### src/rtl/wb_rr_arbiter.sv
// Two-master Wishbone classic arbiter. Grants are round-robin and held for the owner's whole cyc.
// A watchdog ends stalled strobes with err so a hung slave cannot lock a master.
module wb_rr_arbiter #(
    parameter int ADR_W          = 32,
    parameter int DAT_W          = 32,
    parameter int TIMEOUT_CYCLES = 255
) (
    input  logic               clk_i,
    input  logic               rst_n_i,

    input  logic               m0_cyc_i,
    input  logic               m0_stb_i,
    input  logic               m0_we_i,
    input  logic [ADR_W-1:0]   m0_adr_i,
    input  logic [DAT_W-1:0]   m0_dat_i,
    input  logic [DAT_W/8-1:0] m0_sel_i,
    output logic [DAT_W-1:0]   m0_dat_o,
    output logic               m0_ack_o,
    output logic               m0_err_o,

    input  logic               m1_cyc_i,
    input  logic               m1_stb_i,
    input  logic               m1_we_i,
    input  logic [ADR_W-1:0]   m1_adr_i,
    input  logic [DAT_W-1:0]   m1_dat_i,
    input  logic [DAT_W/8-1:0] m1_sel_i,
    output logic [DAT_W-1:0]   m1_dat_o,
    output logic               m1_ack_o,
    output logic               m1_err_o,

    output logic               s_cyc_o,
    output logic               s_stb_o,
    output logic               s_we_o,
    output logic [ADR_W-1:0]   s_adr_o,
    output logic [DAT_W-1:0]   s_dat_o,
    output logic [DAT_W/8-1:0] s_sel_o,
    input  logic [DAT_W-1:0]   s_dat_i,
    input  logic               s_ack_i,
    input  logic               s_err_i,

    output logic [1:0]         grant_o,
    output logic               timeout_o
);

    typedef enum logic [1:0] {
        IDLE   = 2'd0,
        GRANT0 = 2'd1,
        GRANT1 = 2'd2
    } state_t;

    localparam logic [15:0] WD_LIMIT = 16'(TIMEOUT_CYCLES);
    localparam bit          WD_EN    = (TIMEOUT_CYCLES != 0);

    state_t      state;
    logic        last;
    logic [15:0] wd_cnt;
    logic        own0, own1;
    logic        stall, wd_fire;

    assign own0    = (state == GRANT0);
    assign own1    = (state == GRANT1);
    assign grant_o = {own1, own0};

    // Owner mux; nothing reaches the slave while idle.
    always_comb begin
        s_cyc_o = 1'b0;
        s_stb_o = 1'b0;
        s_we_o  = 1'b0;
        s_adr_o = '0;
        s_dat_o = '0;
        s_sel_o = '0;
        if (own0) begin
            s_cyc_o = m0_cyc_i;
            s_stb_o = m0_stb_i;
            s_we_o  = m0_we_i;
            s_adr_o = m0_adr_i;
            s_dat_o = m0_dat_i;
            s_sel_o = m0_sel_i;
        end else if (own1) begin
            s_cyc_o = m1_cyc_i;
            s_stb_o = m1_stb_i;
            s_we_o  = m1_we_i;
            s_adr_o = m1_adr_i;
            s_dat_o = m1_dat_i;
            s_sel_o = m1_sel_i;
        end
    end

    // A slave ack or err in the limit cycle suppresses the watchdog.
    assign stall     = s_stb_o & ~s_ack_i & ~s_err_i;
    assign wd_fire   = WD_EN && stall && (wd_cnt == WD_LIMIT);
    assign timeout_o = wd_fire;

    assign m0_dat_o = s_dat_i;
    assign m1_dat_o = s_dat_i;
    assign m0_ack_o = own0 & s_ack_i;
    assign m1_ack_o = own1 & s_ack_i;
    assign m0_err_o = own0 & (s_err_i | wd_fire);
    assign m1_err_o = own1 & (s_err_i | wd_fire);

    always_ff @(posedge clk_i or negedge rst_n_i) begin
        if (!rst_n_i) begin
            state <= IDLE;
            last  <= 1'b1;
        end else begin
            case (state)
                IDLE: begin
                    // last==1 means m1 owned most recently, so m0 wins a tie.
                    if (m0_cyc_i && (!m1_cyc_i || last)) begin
                        state <= GRANT0;
                        last  <= 1'b0;
                    end else if (m1_cyc_i) begin
                        state <= GRANT1;
                        last  <= 1'b1;
                    end
                end
                GRANT0:  if (!m0_cyc_i) state <= IDLE;
                GRANT1:  if (!m1_cyc_i) state <= IDLE;
                default: state <= IDLE;
            endcase
        end
    end

    always_ff @(posedge clk_i or negedge rst_n_i) begin
        if (!rst_n_i)
            wd_cnt <= '0;
        else if (!WD_EN || !stall || wd_fire)
            wd_cnt <= '0;
        else
            wd_cnt <= wd_cnt + 16'd1;
    end

endmodule
### config.mk
export PLATFORM = sky130hd
export DESIGN_NAME = wb_rr_arbiter
export DESIGN_NICKNAME = d
export VERILOG_FILES = /design/src/rtl/wb_rr_arbiter.sv
export SDC_FILE = /design/constraint.sdc
export NUM_CORES = 1
export LEC_CHECK = 0
export ABC_AREA = 1
export BUFFER_PORTS_ARGS = -buffer_cell sky130_fd_sc_hd__buf_2
export CORE_AREA = 2 2 124 126
export CTS_BUF_LIST = sky130_fd_sc_hd__clkbuf_4 sky130_fd_sc_hd__clkbuf_8
export DETAILED_ROUTE_END_ITERATION = 8
export DIE_AREA = 0 0 126 128
export SLEW_MARGIN = 15
export SYNTH_ARGS = -nofsm -noshare
export SYNTH_HDL_FRONTEND = slang
export SYNTH_SLANG_ARGS = --single-unit
### constraint.sdc
create_clock -name clk_i -period 2.4 [get_ports clk_i]
set_clock_uncertainty 0.15 [all_clocks]
set_input_delay 0.12 -clock clk_i [delete_from_list [all_inputs] [get_ports clk_i]]
set_output_delay 0.12 -clock clk_i [all_outputs]
set_load 0.005 [all_outputs]
### Word level (Yosys, flattened, before mapping)

Index checks and enable logic that the tools add are counted.

* bits in registers: 19
* word-level logic and storage cells: 49

* $add $sub $neg: 1
* equal/unequal tests: 6
* muxes and demuxes: 20
* bitwise logic cells: 9
* reductions and logical operators: 10

Operators with widths (number)
* 32-bit 2-to-1 mux: 4
* 16-bit by 1-bit adder with 16-bit output (second input constant): 1
* 16-bit by 8-bit == test with 1-bit output (second input constant): 1
* 16-bit 2-to-1 mux: 1
* 1-bit 2-to-1 mux: 8
* 2-bit 2-to-1 mux: 4
* 4-bit 2-to-1 mux: 2
* 1-bit bitwise AND: 6
* 2-bit case mux with 3 select lines: 1
* 2-bit != test (second input constant): 2
* 3-bit != test (second input constant): 1
* 3-bit AND reduction: 1
* 2-bit by 1-bit == test with 1-bit output (second input constant): 1
* 2-bit == test (second input constant): 1
* 1-bit logical AND: 2
* 1-bit zero test: 2
* 2-bit zero test: 1
* 1-bit logical OR: 2
* 1-bit inverter: 2
* 2-bit AND reduction: 1
* 2-bit nonzero test: 1
* 1-bit bitwise OR: 1

### Logic depth before layout (Yosys ltp)

* word-level depth: 8
* depth in mapped cells: 8
* depth with buffers taken out: 8

### Worst setup path before layout

Ideal clock, no wire load.

* path kind: reg2out
* from: reg wd_cnt[0]
* to: out m0_err_o
* arrival: 1.255 ns
* setup slack: 0.875 ns
* cell stages (with the launch flop): 8
* buffers on the path: 0
* path through: dfrtp_1 -> ha_1 -> nand3_1 -> nor2_1 -> nand2_1 -> nor2_2 -> nor2_1 -> nor2_1

* longest elaborated chain between the ends: 4

RTL lines
* from (decl): RTL line 56 `logic [15:0] wd_cnt;`
* from (signal assigned): RTL line 130 `wd_cnt <= wd_cnt + 16'd1;`
* 16-bit by 8-bit == test with 1-bit output: RTL line 91 `assign wd_fire = WD_EN && stall && (wd_cnt == WD_LIMIT);`
* 1-bit logical AND: RTL line 91
* net timeout_o: RTL line 42 `output logic timeout_o`
* 1-bit bitwise OR: RTL line 98 `assign m0_err_o = own0 & (s_err_i | wd_fire);`
* 1-bit bitwise AND: RTL line 98
* to (decl): RTL line 19 `output logic m0_err_o,`

The timed path passes the listed nets, and every way through them passes these cells.

### Final worst setup path

* from: reg wd_cnt[0]
* to: out m1_err_o

* longest elaborated chain between the ends: 4

RTL lines
* 16-bit by 8-bit == test with 1-bit output: RTL line 91
* 1-bit logical AND: RTL line 91
* 1-bit bitwise OR: RTL line 99 `assign m1_err_o = own1 & (s_err_i | wd_fire);`
* 1-bit bitwise AND: RTL line 99
* to (decl): RTL line 29 `output logic m1_err_o,`

Every way passes these cells.

==> flow_summary_export.csv <==
group,metric,value,unit
setup_path,startpoint_type,"flip-flop",
sta,worstMarginPinSlew,446,ps
route,detailedRoute.firstPassIterationCount,4,
grt,global_route.usage.total,12.9,%
yosys,synth.largest_area_cell,"sky130_fd_sc_hd__a22o_1",
sta,finalCriticalPeriod,1990,ps
sta,worst_slack,413,ps
power,p_int,1.20,mW
yosys,distinct_cells_synth,28,
cells_and_area,mostFrequentLayoutCells,"223 x sky130_fd_sc_hd__buf_2, 69 x sky130_fd_sc_hd__a22o_1, 41 x sky130_fd_sc_hd__nor2_1",
sta,totalNegativeSetupSlack,0,ps
sta,final-max-slew-violation-count,0,
grt,grt_antenna_before_repair,1,
placed_design,finalWeightedCongestion,0.948,
setup_path,reg2reg_from,"wd_cnt[0]",
yosys,post_synth.cell_area_avg,7.88,µm²
yosys,synth_top_flop_cell,"sky130_fd_sc_hd__dfrtp_1",
yosys,syn-instance-count,291,
power,power.sequential.fraction,17.7,%
placed_design,place.detailed.hpwl,9.94,mm
setup_path,worstPathRequired,2130,ps
floorplanning,die_h,128,µm
route,vias,2650,
cells_and_area,final_core_util,21.3,%
route,first_iter_violations,100,
yosys,yosysTopAreaCellShare,26.4,%
setup_path,end_kind,"output pin",
placed_design,port_buffers,223,
setup_path,worst-r2r-setup-slack,790,ps
power,combinational_power_share,71.8,%
floorplanning,std_cell_rows,45,
power,swShare,44.2,%
setup_path,critical_path_class,"flip-flop to output pin",
power,power.density,681,nW/µm²
floorplanning,die_area,16100,µm²
cts,clock_tree.root_cell,"sky130_fd_sc_hd__clkbuf_8",
sta,clock.fmax,503,MHz
yosys,synth_top_cells_by_area,"sky130_fd_sc_hd__a22o_1 26%, sky130_fd_sc_hd__buf_4 22%, sky130_fd_sc_hd__dfrtp_1 20%",
yosys,ys_ff_latch,19,
route,drtAntennaViolNets,0,
route,final_routed_wire_length_divided_by_cell_count,18.3,µm
cells_and_area,mostFrequentLayoutCell,"sky130_fd_sc_hd__buf_2",
cts,post_cts_repair_setup_buffers,0,
floorplanning,placeableCoreArea,14900,µm²
yosys,netlist_area,2290,µm²
setup_path,cp_max_fo,3,
cts,clk_pin_slew,70,ps
floorplanning,initial_utilization,15.4,%
hold_path,holdPathEnd,"m1_dat_o[13]",
cells_and_area,area_growth_syn_to_layout,37.8,%
grt,global_route_wire_length_before_repair,15.5,mm
route,remaining_drc_errors,0,
grt,grt_start_max_net_pins,62,
floorplanning,die_width,126,µm
run_status,run_status,"completed",
yosys,net_count_after_synthesis,470,
hold_path,min_from,"s_dat_i[13]",
cells_and_area,nNetsFinal,623,
power,switchingPower,0.952,mW
sta,setup_violations,0,
grt,grt_overflow_total,0,
route,route.layer.met1.wl,4.69,mm
route,detailroute.wirelength.met2,5.24,mm
job,drv_cap,0,
sta,hold_violation_total_from_the_final_report,0,
yosys,synth-edff-count,0,
sta,worst_slew_margin_rel,70.3,%
cts,clock_sink_count,19,
setup_path,worst-r2r-cell-count,6,
placed_design,place_ws,696,ps
hold_path,hold_critical_path_depth,0,
yosys,ys.warnings.count,0,
cts,tritoncts,"built",
power,max-vdd-ir-drop,0.172,mV
yosys,yosysSeqAreaShare,20.8,%
cts,clock_latency,260,ps
hold_path,min_path_type,"input pin to output pin",
cts,tritoncts.num_buffers,3,
setup_path,critical_path_arrival,1720,ps
cts,max_h_tree_level,1,
route,wl_met3,1.52,mm
sta,unrepaired_setup_endpoints_after_global_routing,"no",
floorplanning,io_pins,320,
sta,min_period_over_period,82.8,%
setup_path,critical_path.reg2reg.endpoint,"wd_cnt[14]",
power,power_frac_clock,10.5,%
power,total_leakage_power,1.75,nW
route,finalWirelength,11.5,mm
grt,grt_pass1_vias,2451,
cts,ctsLongestPathBuffers,2,
cells_and_area,drive_gt1_share,53.7,%
route,maxUsedRoutingLayer,"met4",
yosys,synth-async-reset-ratio,100,%
route,post_drt_via_cell_ratio,4.19,
==> what timing repair did <==
item | in CTS | in global routing
hold buffers | 3 | 0
gates resized for setup | 0 | 0
hold endpoints to repair | 21 | 0
==> worst max-delay path, cell delays in order, from the launching register on <==
cell and delay (ps):
sky130_fd_sc_hd__dfrtp_1 370, sky130_fd_sc_hd__ha_1 200, sky130_fd_sc_hd__nand3_1 140, sky130_fd_sc_hd__nor2_1 200, sky130_fd_sc_hd__nand2_1 150, sky130_fd_sc_hd__nor2_2 120
sky130_fd_sc_hd__nor2_1 80, sky130_fd_sc_hd__nor2_1 80, sky130_fd_sc_hd__buf_2 120
==> metal layers <==
| layer | GRT usage, % | vias up |
|---|---|---|
| met2 | 20.5 | 180 |
| li1 | - | 1250 |
| met4 | 2.07 | 0 |
| met1 | 16.4 | 1212 |
| met3 | 5.93 | 8 |
| met5 | 0 | - |
==> power by group through the flow <==
stage	clock [mW]	sequential (mW)	combinational [mW]
final	0.225	0.381	1.55
after global routing	0.246	0.383	1.66
after floorplan	0	0.381	0.925
after detailed placement	0	0.387	1.54
after global placement	0	0.384	1.54
after CTS	0.233	0.381	1.56
==> cell usage after synthesis (all sizes together), types with 3 or more instances <==
cell type  instances
nor2              44
xor2               6
nand3             11
clkbuf             6
inv               17
xnor2              3
a22o              69
nand2             28
buf               75
dfrtp             18
==> cells by family (layout without fill, tap and decap cells) <==
family	Yosys count	in the layout	synth area share, %
AOI/OAI and AO/OA	78	78	28.8
xor gates and xnor gates	9	9	3.44
adders and majority gates	1	1	0.545
buffers and inverters	98	250	29.5
DFF	19	19	20.8
other	0	1	0
and+or+nand+nor	86	86	17.0
==> cell type report <==
type	count	area, µm²
Antenna cell	1	2.50
Sequential cell	19	477
Timing Repair Buffer	229	1190
Clock inverter	1	5.00
Fill cell	1665	11700
Inverter	17	63.8
Tap cell	188	235
Multi-Input combinational cell	174	1140
Clock buffer	3	41.3
==> metrics by stage <==
| stage | power [mW] | instances | cell area, µm² | hold WS, ps |
|---|---|---|---|---|
| floorplan | 1.31 | 291 | 2290 | -326 |
| global placement | 1.93 | 624 | 3080 | -65.6 |
| detailed placement | 1.92 | 624 | 3080 | -59.6 |
| CTS | 2.17 | 631 | 3160 | 90.1 |
| global route | 2.29 | 631 | 3160 | 90.0 |
| finish | 2.15 | 632 | 3160 | 90.0 |
==> sequential cells by signal (all words and copies together) (netlist names) <==
register and count:
last 1, wd_cnt 16, state 2
==> worst max-delay path by stage <==
| stage | cells after the start | endpoint | startpoint | slack [ps] |
|---|---|---|---|---|
| after floorplan | 7 | m0_err_o | wd_cnt[0] | 880 |
| after global placement | 8 | m1_err_o | wd_cnt[0] | 710 |
| after detailed placement | 8 | m1_err_o | wd_cnt[0] | 700 |
| after CTS | 8 | m1_err_o | wd_cnt[0] | 400 |
| after global routing | 8 | m0_err_o | wd_cnt[0] | 210 |
| final | 8 | m1_err_o | wd_cnt[0] | 410 |
(Power assumes the default switching activity.)
